--- config.mk ---
export PLATFORM = sky130hd
export DESIGN_NAME = imem_loader
export DESIGN_NICKNAME = d
export VERILOG_FILES = /design/src/rtl/imem_loader_pkg.sv /design/src/rtl/imem_loader_word_packer.sv /design/src/rtl/imem_loader.sv
export SDC_FILE = /design/constraint.sdc
export NUM_CORES = 1
export LEC_CHECK = 0
export ABC_AREA = 1
export BUFFER_PORTS_ARGS = -buffer_cell sky130_fd_sc_hd__buf_2
export CAP_MARGIN = 20
export CORE_AREA = 2 2 130 82
export DETAILED_ROUTE_END_ITERATION = 7
export DIE_AREA = 0 0 132 84
export HOLD_SLACK_MARGIN = 0.08
export PLACE_DENSITY_LB_ADDON = 0.12
export SKIP_CTS_REPAIR_TIMING = 1
export SYNTH_ARGS = -nofsm -noshare
export SYNTH_HDL_FRONTEND = slang
export SYNTH_HIERARCHICAL = 1
export SYNTH_SLANG_ARGS = --single-unit
--- constraint.sdc ---
create_clock -name clk -period 2.03 [get_ports clk]
set_clock_uncertainty 0.2 [all_clocks]
set_input_delay 0.1015 -clock clk [delete_from_list [all_inputs] [get_ports clk]]
set_output_delay 0.1015 -clock clk [all_outputs]
set_load 0.05 [all_outputs]
--- src/rtl/imem_loader_pkg.sv ---
// Shared definitions for the instruction-memory loader and the MIPS top level.
package imem_loader_pkg;

   localparam int DEF_WIDTH   = 32;
   localparam int DEF_DEPTH   = 256;
   localparam int DEF_TIMEOUT = 1024;
   localparam int DEF_ADDR_W  = $clog2(DEF_DEPTH);
   localparam int LEN_W       = 9;

   typedef enum logic [2:0] {
      ST_IDLE  = 3'd0,
      ST_RECV  = 3'd1,
      ST_WRITE = 3'd2,
      ST_DONE  = 3'd3,
      ST_ERROR = 3'd4
   } state_t;

   // Word counter must reach DEPTH itself and hold any len value.
   function automatic int cnt_width(input int depth);
      int w;
      w = $clog2(depth + 1);
      return (w > LEN_W) ? w : LEN_W;
   endfunction

endpackage

--- src/rtl/imem_loader_word_packer.sv ---
// Shifts big-endian program bytes into a 32-bit word and counts bytes 0..3.
module word_packer (
   input  logic        clk,
   input  logic        rst,
   input  logic        clear,
   input  logic        shift_en,
   input  logic [7:0]  byte_in,
   output logic [31:0] word,
   output logic        last_byte
);

   logic [1:0] byte_cnt;

   assign last_byte = (byte_cnt == 2'd3);

   // First byte of a word ends up in bits 31:24 after four shifts.
   always_ff @(posedge clk or posedge rst) begin
      if (rst) begin
         word     <= '0;
         byte_cnt <= '0;
      end else if (clear) begin
         word     <= '0;
         byte_cnt <= '0;
      end else if (shift_en) begin
         word     <= {word[23:0], byte_in};
         byte_cnt <= byte_cnt + 2'd1;
      end
   end

endmodule

--- src/rtl/imem_loader.sv ---
// Streams program bytes into instruction memory while holding the CPU in reset.
module imem_loader
   import imem_loader_pkg::*;
#(
   parameter int WIDTH   = DEF_WIDTH,
   parameter int DEPTH   = DEF_DEPTH,
   parameter int TIMEOUT = DEF_TIMEOUT
) (
   input  logic                     clk,
   input  logic                     rst,
   input  logic                     start,
   input  logic [LEN_W-1:0]         len,
   input  logic                     byte_valid,
   input  logic [7:0]               byte_data,
   output logic                     byte_ready,
   output logic                     imem_we,
   output logic [$clog2(DEPTH)-1:0] imem_addr,
   output logic [WIDTH-1:0]         imem_wdata,
   output logic                     cpu_hold,
   output logic                     busy,
   output logic                     done,
   output logic                     err
);

   localparam int ADDR_W = $clog2(DEPTH);
   localparam int CNT_W  = cnt_width(DEPTH);
   localparam int TO_W   = $clog2(TIMEOUT + 1);

   state_t            state;
   state_t            state_next;
   logic [CNT_W-1:0]  word_cnt;
   logic [CNT_W-1:0]  word_inc;
   logic [CNT_W-1:0]  eff_len;
   logic [CNT_W-1:0]  len_eff;
   logic [TO_W-1:0]   to_cnt;
   logic [ADDR_W-1:0] addr_hold;
   logic [WIDTH-1:0]  wdata_hold;
   logic [31:0]       word;
   logic              last_byte;
   logic              byte_fire;
   logic              start_ok;

   assign byte_fire = (state == ST_RECV) && byte_valid;
   assign start_ok  = start && ((state == ST_IDLE) || (state == ST_DONE) || (state == ST_ERROR));
   assign word_inc  = word_cnt + CNT_W'(1);
   assign len_eff   = (CNT_W'(len) > CNT_W'(DEPTH)) ? CNT_W'(DEPTH) : CNT_W'(len);

   word_packer u_packer (
      .clk       (clk),
      .rst       (rst),
      .clear     (start_ok),
      .shift_en  (byte_fire),
      .byte_in   (byte_data),
      .word      (word),
      .last_byte (last_byte)
   );

   // State register.
   always_ff @(posedge clk or posedge rst) begin
      if (rst) state <= ST_IDLE;
      else     state <= state_next;
   end

   // Next-state logic; all outputs decode from state so byte_valid never reaches imem_we.
   always_comb begin
      state_next = state;
      byte_ready = 1'b0;
      imem_we    = 1'b0;
      imem_addr  = addr_hold;
      imem_wdata = wdata_hold;
      busy       = 1'b0;
      done       = 1'b0;
      err        = 1'b0;
      cpu_hold   = 1'b1;
      case (state)
         ST_IDLE: begin
            if (start_ok) state_next = (len_eff == '0) ? ST_DONE : ST_RECV;
         end
         ST_RECV: begin
            byte_ready = 1'b1;
            busy       = 1'b1;
            if (byte_valid && last_byte)                        state_next = ST_WRITE;
            else if (!byte_valid && to_cnt == TO_W'(TIMEOUT - 1)) state_next = ST_ERROR;
         end
         ST_WRITE: begin
            imem_we    = 1'b1;
            busy       = 1'b1;
            imem_addr  = word_cnt[ADDR_W-1:0];
            imem_wdata = WIDTH'(word);
            state_next = (word_inc == eff_len) ? ST_DONE : ST_RECV;
         end
         ST_DONE: begin
            done     = 1'b1;
            cpu_hold = 1'b0;
            if (start_ok) state_next = (len_eff == '0) ? ST_DONE : ST_RECV;
         end
         ST_ERROR: begin
            err = 1'b1;
            if (start_ok) state_next = (len_eff == '0) ? ST_DONE : ST_RECV;
         end
         default: state_next = ST_IDLE;
      endcase
   end

   // Word count, latched length and inter-byte idle counter.
   always_ff @(posedge clk or posedge rst) begin
      if (rst) begin
         word_cnt <= '0;
         eff_len  <= '0;
         to_cnt   <= '0;
      end else if (start_ok) begin
         word_cnt <= '0;
         eff_len  <= len_eff;
         to_cnt   <= '0;
      end else begin
         if (state == ST_WRITE) word_cnt <= word_inc;
         if (state == ST_RECV)  to_cnt   <= byte_fire ? '0 : to_cnt + TO_W'(1);
      end
   end

   // Remember the last write so address and data stay put between strobes.
   always_ff @(posedge clk or posedge rst) begin
      if (rst) begin
         addr_hold  <= '0;
         wdata_hold <= '0;
      end else if (state == ST_WRITE) begin
         addr_hold  <= word_cnt[ADDR_W-1:0];
         wdata_hold <= WIDTH'(word);
      end
   end

endmodule

# == After elaboration in Yosys (flattened, before gate mapping) ==
# Cells that the tools add are included.
# word_totals
ff_bits,106
input_bits,21
output_inout_bits,46
# classes
n_addsub,3
order_cmp,1
eq_ne,9
muxes,24
n_reduce_logical,15
# ops
op,count
32-bit 2-to-1 mux,3
11-bit 2-to-1 mux,3
9-bit 2-to-1 mux,3
11-bit by 1-bit adder with 11-bit output (second input constant),1
11-bit by 10-bit equality test with 1-bit output (second input constant),1
9-bit by 1-bit adder with 9-bit output (second input constant),1
9-bit equality test,1
9-bit > comparator (second input constant),1
9-bit zero test,1
3-bit 2-to-1 mux,3
3-bit one-hot mux with 3 select lines,1
2-bit 2-to-1 mux,4
8-bit 2-to-1 mux,1
3-bit by 2-bit equality test with 1-bit output (second input constant),2
1-bit 2-to-1 mux,6
2-bit nonzero test,3
1-bit logical AND,4
3-bit by 1-bit equality test with 1-bit output (second input constant),1
3-bit equality test (second input constant),1
3-bit zero test,1
3-bit by 1-bit inequality test with 1-bit output (second input constant),1
3-bit OR reduction,1
2-bit by 1-bit adder with 2-bit output (second input constant),1
2-bit equality test (second input constant),1
5 further kinds,6

# == Depth between registers and ports, before layout ==
# logic_depth
ltp_word,6
ltp_mapped,14
depth_no_buf,14

# == Modules after synthesis ==
# The synthesis kept the hierarchy.
# modules_own_cells
module,n_inst,cells_each,area_each_um2,seq_area_each_um2
imem_loader,1,432,3434.5,1801.7
word_packer,1,151,1386.3,850.8

# == Least setup slack after synthesis ==
# OpenSTA, ideal clock, no wires.
# synth_timing
kind,register to register
start,register state[0]
end,register addr_hold[0]
setup_time_ns,0.248
t_arrival_ns,2.123
required_ns,1.582
path_slack_ns,-0.541
stages_incl_launch_ff,5
path_buffers,1
path_cell_list,dfrtp_1 -> nor3_2 -> inv_2 -> clkbuf_1 -> o21ai_0
# synth_via
elab_chain_cells,2
# synth_rtl
element,line,text
start: declaration,imem_loader.sv:29,state_t state;
start signal: assignment,imem_loader.sv:61,else state <= state_next;
3-bit by 2-bit equality test with 1-bit output,--,
8-bit 2-to-1 mux,--,
via imem_addr[0],imem_loader.sv:17,"output logic [$clog2(DEPTH)-1:0] imem_addr,"
end signal: assignment,imem_loader.sv:127,addr_hold <= word_cnt[ADDR_W-1:0];
end: declaration,imem_loader.sv:36,logic [ADDR_W-1:0] addr_hold;
# The timed path passes the listed nets, and every way through them passes these cells.
# A chain may end at the register's enable or synchronous reset.

# == Worst setup path after layout ==
# layout_timing
start,register state[1]
end,output port imem_wdata[8]
# layout_via
elab_chain_cells,2
# layout_rtl
element,line,text
3-bit by 2-bit equality test with 1-bit output,imem_loader.sv:75,case (state)
32-bit 2-to-1 mux,--,
end: declaration,imem_loader.sv:18,"output logic [WIDTH-1:0] imem_wdata,"
# Every way passes these cells.

==> out/results.ini <==
[critical_path]
crit_top_cell = nand2_1
reg2reg_depth = 9
ff2ff_setup_slack_ns = 0
crit_type = flop to output pin
critical-path-slowest-cell = dfrtp_1
reg2reg_to = word_cnt[2]
cp_cell_sequence = inv_2 > nor3_4 > inv_4 > buf_12 > nand2_1 > nand2_1 > buf_2
cpPeakStageDelay_ns = 0.40
startpoint_type = flop
cp_max_fo = 16
required_ns = 1.73
critPathArrivalTime_ns = 1.83
r2r-start = state[1]
cp-end-kind = output pin

[cts]
insertion_delay_ns = 0.35
cts_tree = done
clkTransAtPathRegs_ns = 0.07
cts_root_buf = clkbuf_16
htree_num_levels = 3
numClockSinks = 106
numCtsBuffers = 9
clock_path_buffers = 2

[synthesis]
synth_cell_types = 34
synth_ff_type = dfrtp_1
synth-edff-count = 0
syn_area_per_cell_um2 = 8.269
synth.cell_area_mm2 = 0.004821
synthArstFlopShare_pct = 100.0
ys_ff_latch = 106
yosys_warnings = 6
yosysSeqAreaShare_pct = 55.02
synth.net_count = 607
syn_inst = 583

[grt]
grt_pass1_vias = 3699
grt_overflow = 0
grt_pass1_wl_mm = 18.75
grt_antenna_before_repair = 0
grt_usage_pct = 21.34
grt_max_degree = 46

[floorplan]
num_io_pins = 67
rows = 29
die_area_mm2 = 0.01109
die_w_um = 132
start_util_pct = 47.96
die_h_um = 84
core_mm2 = 0.01005

[timing]
fin_crit_ns = 2.134
rsz0062_at_grt = true
worst_slew_margin_rel_pct = 69.16
fmax_mhz = 468.6
worst_slew_pin_slew_ns = 0.4615
final.period_utilization_pct = 105.1
setup_slack_ns = -0.1041
hold_violations = 0
finalSetupViolations = 42
final-max-slew-violation-count = 0
whs_ns = 0.1662

[layout]
area_delta_synth_final_pct = 35.48
n_antenna_cell = 0
final_area_mm2 = 0.006531
fillCellCount = 833
layout.nets = 719
stdcell_count = 838
drive_above_1_share_pct = 25.61

[power_and_ir_drop]
p_leak_nw = 3.455
switchingPower_mw = 3.417
p_int_mw = 4.820
pwr-share-comb_pct = 41.4
ir_drop_uv = 718.6
switching_share_pct = 41.48
power_frac_seq_pct = 37.1
finalPower_mw = 8.237
p_per_area_mw_per_mm2 = 1261
pwr-share-clk_pct = 21.4

[place]
postPlaceCellArea_mm2 = 0.005393
numPortBuffers = 66
dp_cells = 785
place.gp.congestion = 0.8364
hpwl_mm = 8.016

[route]
post_drt_wl_per_cell_um = 15.07
drtPass1Iterations = 5
ant_nets = 0
drcViolationCount = 0
finalWirelength_mm = 12.63
num_vias = 4315
dr.first_iter.drc_count = 355
vias_per_cell = 5.149

[hold_path]
hold_class = input pin to async pin

[flow_run]
max-cap-violations = 0

[run_status]
status = finished, violations left
violations = negative setup slack

-- power groups by stage --
stage | sequential (mW) | combinational [mW] | clock [mW]
after floorplan | 2.97 | 2.24 | 0
after global placement | 3.06 | 2.82 | 0
after detailed placement | 3.08 | 2.86 | 0
after CTS | 3.04 | 2.87 | 1.79
after global routing | 3.12 | 3.68 | 1.88
final | 3.06 | 3.41 | 1.76
-- critical path: cells and delay by family, from the launching register on --
kind	cells	cell delay, ns
and+or+nand+nor	3	0.46
DFF	1	0.40
buffers and inverters	4	0.63
-- per-stage QoR --
stage | setup slack (ns) | utilization, % | TNS (ns)
global route | -0.1571 | 64.98 | -5.112
detailed placement | 0.05047 | 53.65 | 0
global placement | 0.1134 | 53.65 | 0
CTS | -0.1592 | 56.59 | -5.232
floorplan | -0.1186 | - | -1.035
finish | -0.1041 | 64.98 | -3.208
-- cells in the mapped netlist, types with 2 or more instances --
cell,number,area share [%]
buf_6,6,1.4
nand3_1,65,6.7
o21ai_1,2,0.21
nor2_4,2,0.47
nand4_1,6,0.78
nand2_2,4,0.52
o21ai_0,24,2.5
nand3_2,2,0.42
inv_1,51,4.0
ha_1,3,0.78
nor3_1,2,0.21
dfrtp_1,106,55
inv_2,5,0.39
clkbuf_1,6,0.47
nor2_2,4,0.52
nor2_1,19,1.5
o22ai_1,6,0.78
nand2_1,239,19
a21oi_1,7,0.73
o211ai_1,2,0.31
buf_2,9,0.93
-- sequential cells by signal (all words and copies together), names as in the netlist --
signal / flops
u_packer/word: 32
wdata_hold: 32
to_cnt: 11
eff_len: 9
word_cnt: 9
addr_hold: 8
state: 3
u_packer/byte_cnt: 2
-- kinds of logic after synthesis --
family | Yosys count | share of synthesized area [%]
AOI/OAI and AO/OA | 46 | 5.632
and+or+nand+nor | 348 | 30.89
DFF | 106 | 55.02
buffers and inverters | 78 | 7.319
adders and majority gates | 3 | 0.7787
xor gates and xnor gates | 2 | 0.3634
-- layout by cell type (no fill, tap or decap), types with 2 or more instances in the layout --
master | netlist | layout
nand2_1 | 239 | 213
dfrtp_1 | 106 | 105
nand3_1 | 65 | 65
inv_1 | 51 | 49
nand2_2 | 4 | 30
buf_2 | 9 | 30
buf_4 | 1 | 24
buf_6 | 6 | 22
dlygate4sd3_1 | 0 | 20
nor2_1 | 19 | 16
o21ai_0 | 24 | 16
clkbuf_16 | 0 | 13
buf_8 | 0 | 12
nor2_4 | 2 | 7
a21oi_1 | 7 | 7
buf_12 | 0 | 7
nand4_1 | 6 | 6
o21ai_2 | 0 | 6
o22ai_1 | 6 | 6
inv_2 | 5 | 5
nor2_2 | 4 | 3
ha_1 | 3 | 3
clkbuf_4 | 0 | 3
nand3_2 | 2 | 2
nor3_1 | 2 | 2
o21ai_4 | 0 | 2
o21ai_1 | 2 | 2
o211ai_1 | 2 | 2
clkinv_4 | 0 | 2
-- how the worst max path moves through the flow --
| stage | slack [ns] | end | start | cells past startpoint |
|---|---|---|---|---|
| 2_1_floorplan | -0.12 | addr_hold[3] | state[0] | 4 |
| 3_3_place_gp | 0.11 | u_packer/byte_cnt[0] | state[2] | 6 |
| 3_5_place_dp | 0.05 | u_packer/word[29] | state[0] | 8 |
| 4_1_cts | -0.16 | imem_wdata[29] | state[0] | 5 |
| 5_1_grt | -0.16 | imem_wdata[3] | state[1] | 7 |
| 6_report | -0.10 | imem_wdata[8] | state[1] | 7 |
-- routing by layer --
| layer | wire, um | track usage, % | part of all wire, % |
|---|---|---|---|
| met3 | 739 | 4.797 | 5.9 |
| met5 | 0 | 0 | 0 |
| met2 | 5361 | 28.69 | 42 |
| met1 | 6391 | 34.10 | 51 |
| met4 | 136 | 5.632 | 1.1 |
-- layout make-up --
type                    count  area, um^2  area share (%)
flip-flops and latches    106        2654           40.63
multi-input cells         400        1971           30.17
inverters                  56       216.5           3.314
clock buffers              11       242.7           3.716
repair buffers            122        1221           18.70
clock inverters             4       52.55          0.8046
well taps                 139       173.9           2.663
(Power assumes the default switching activity.)
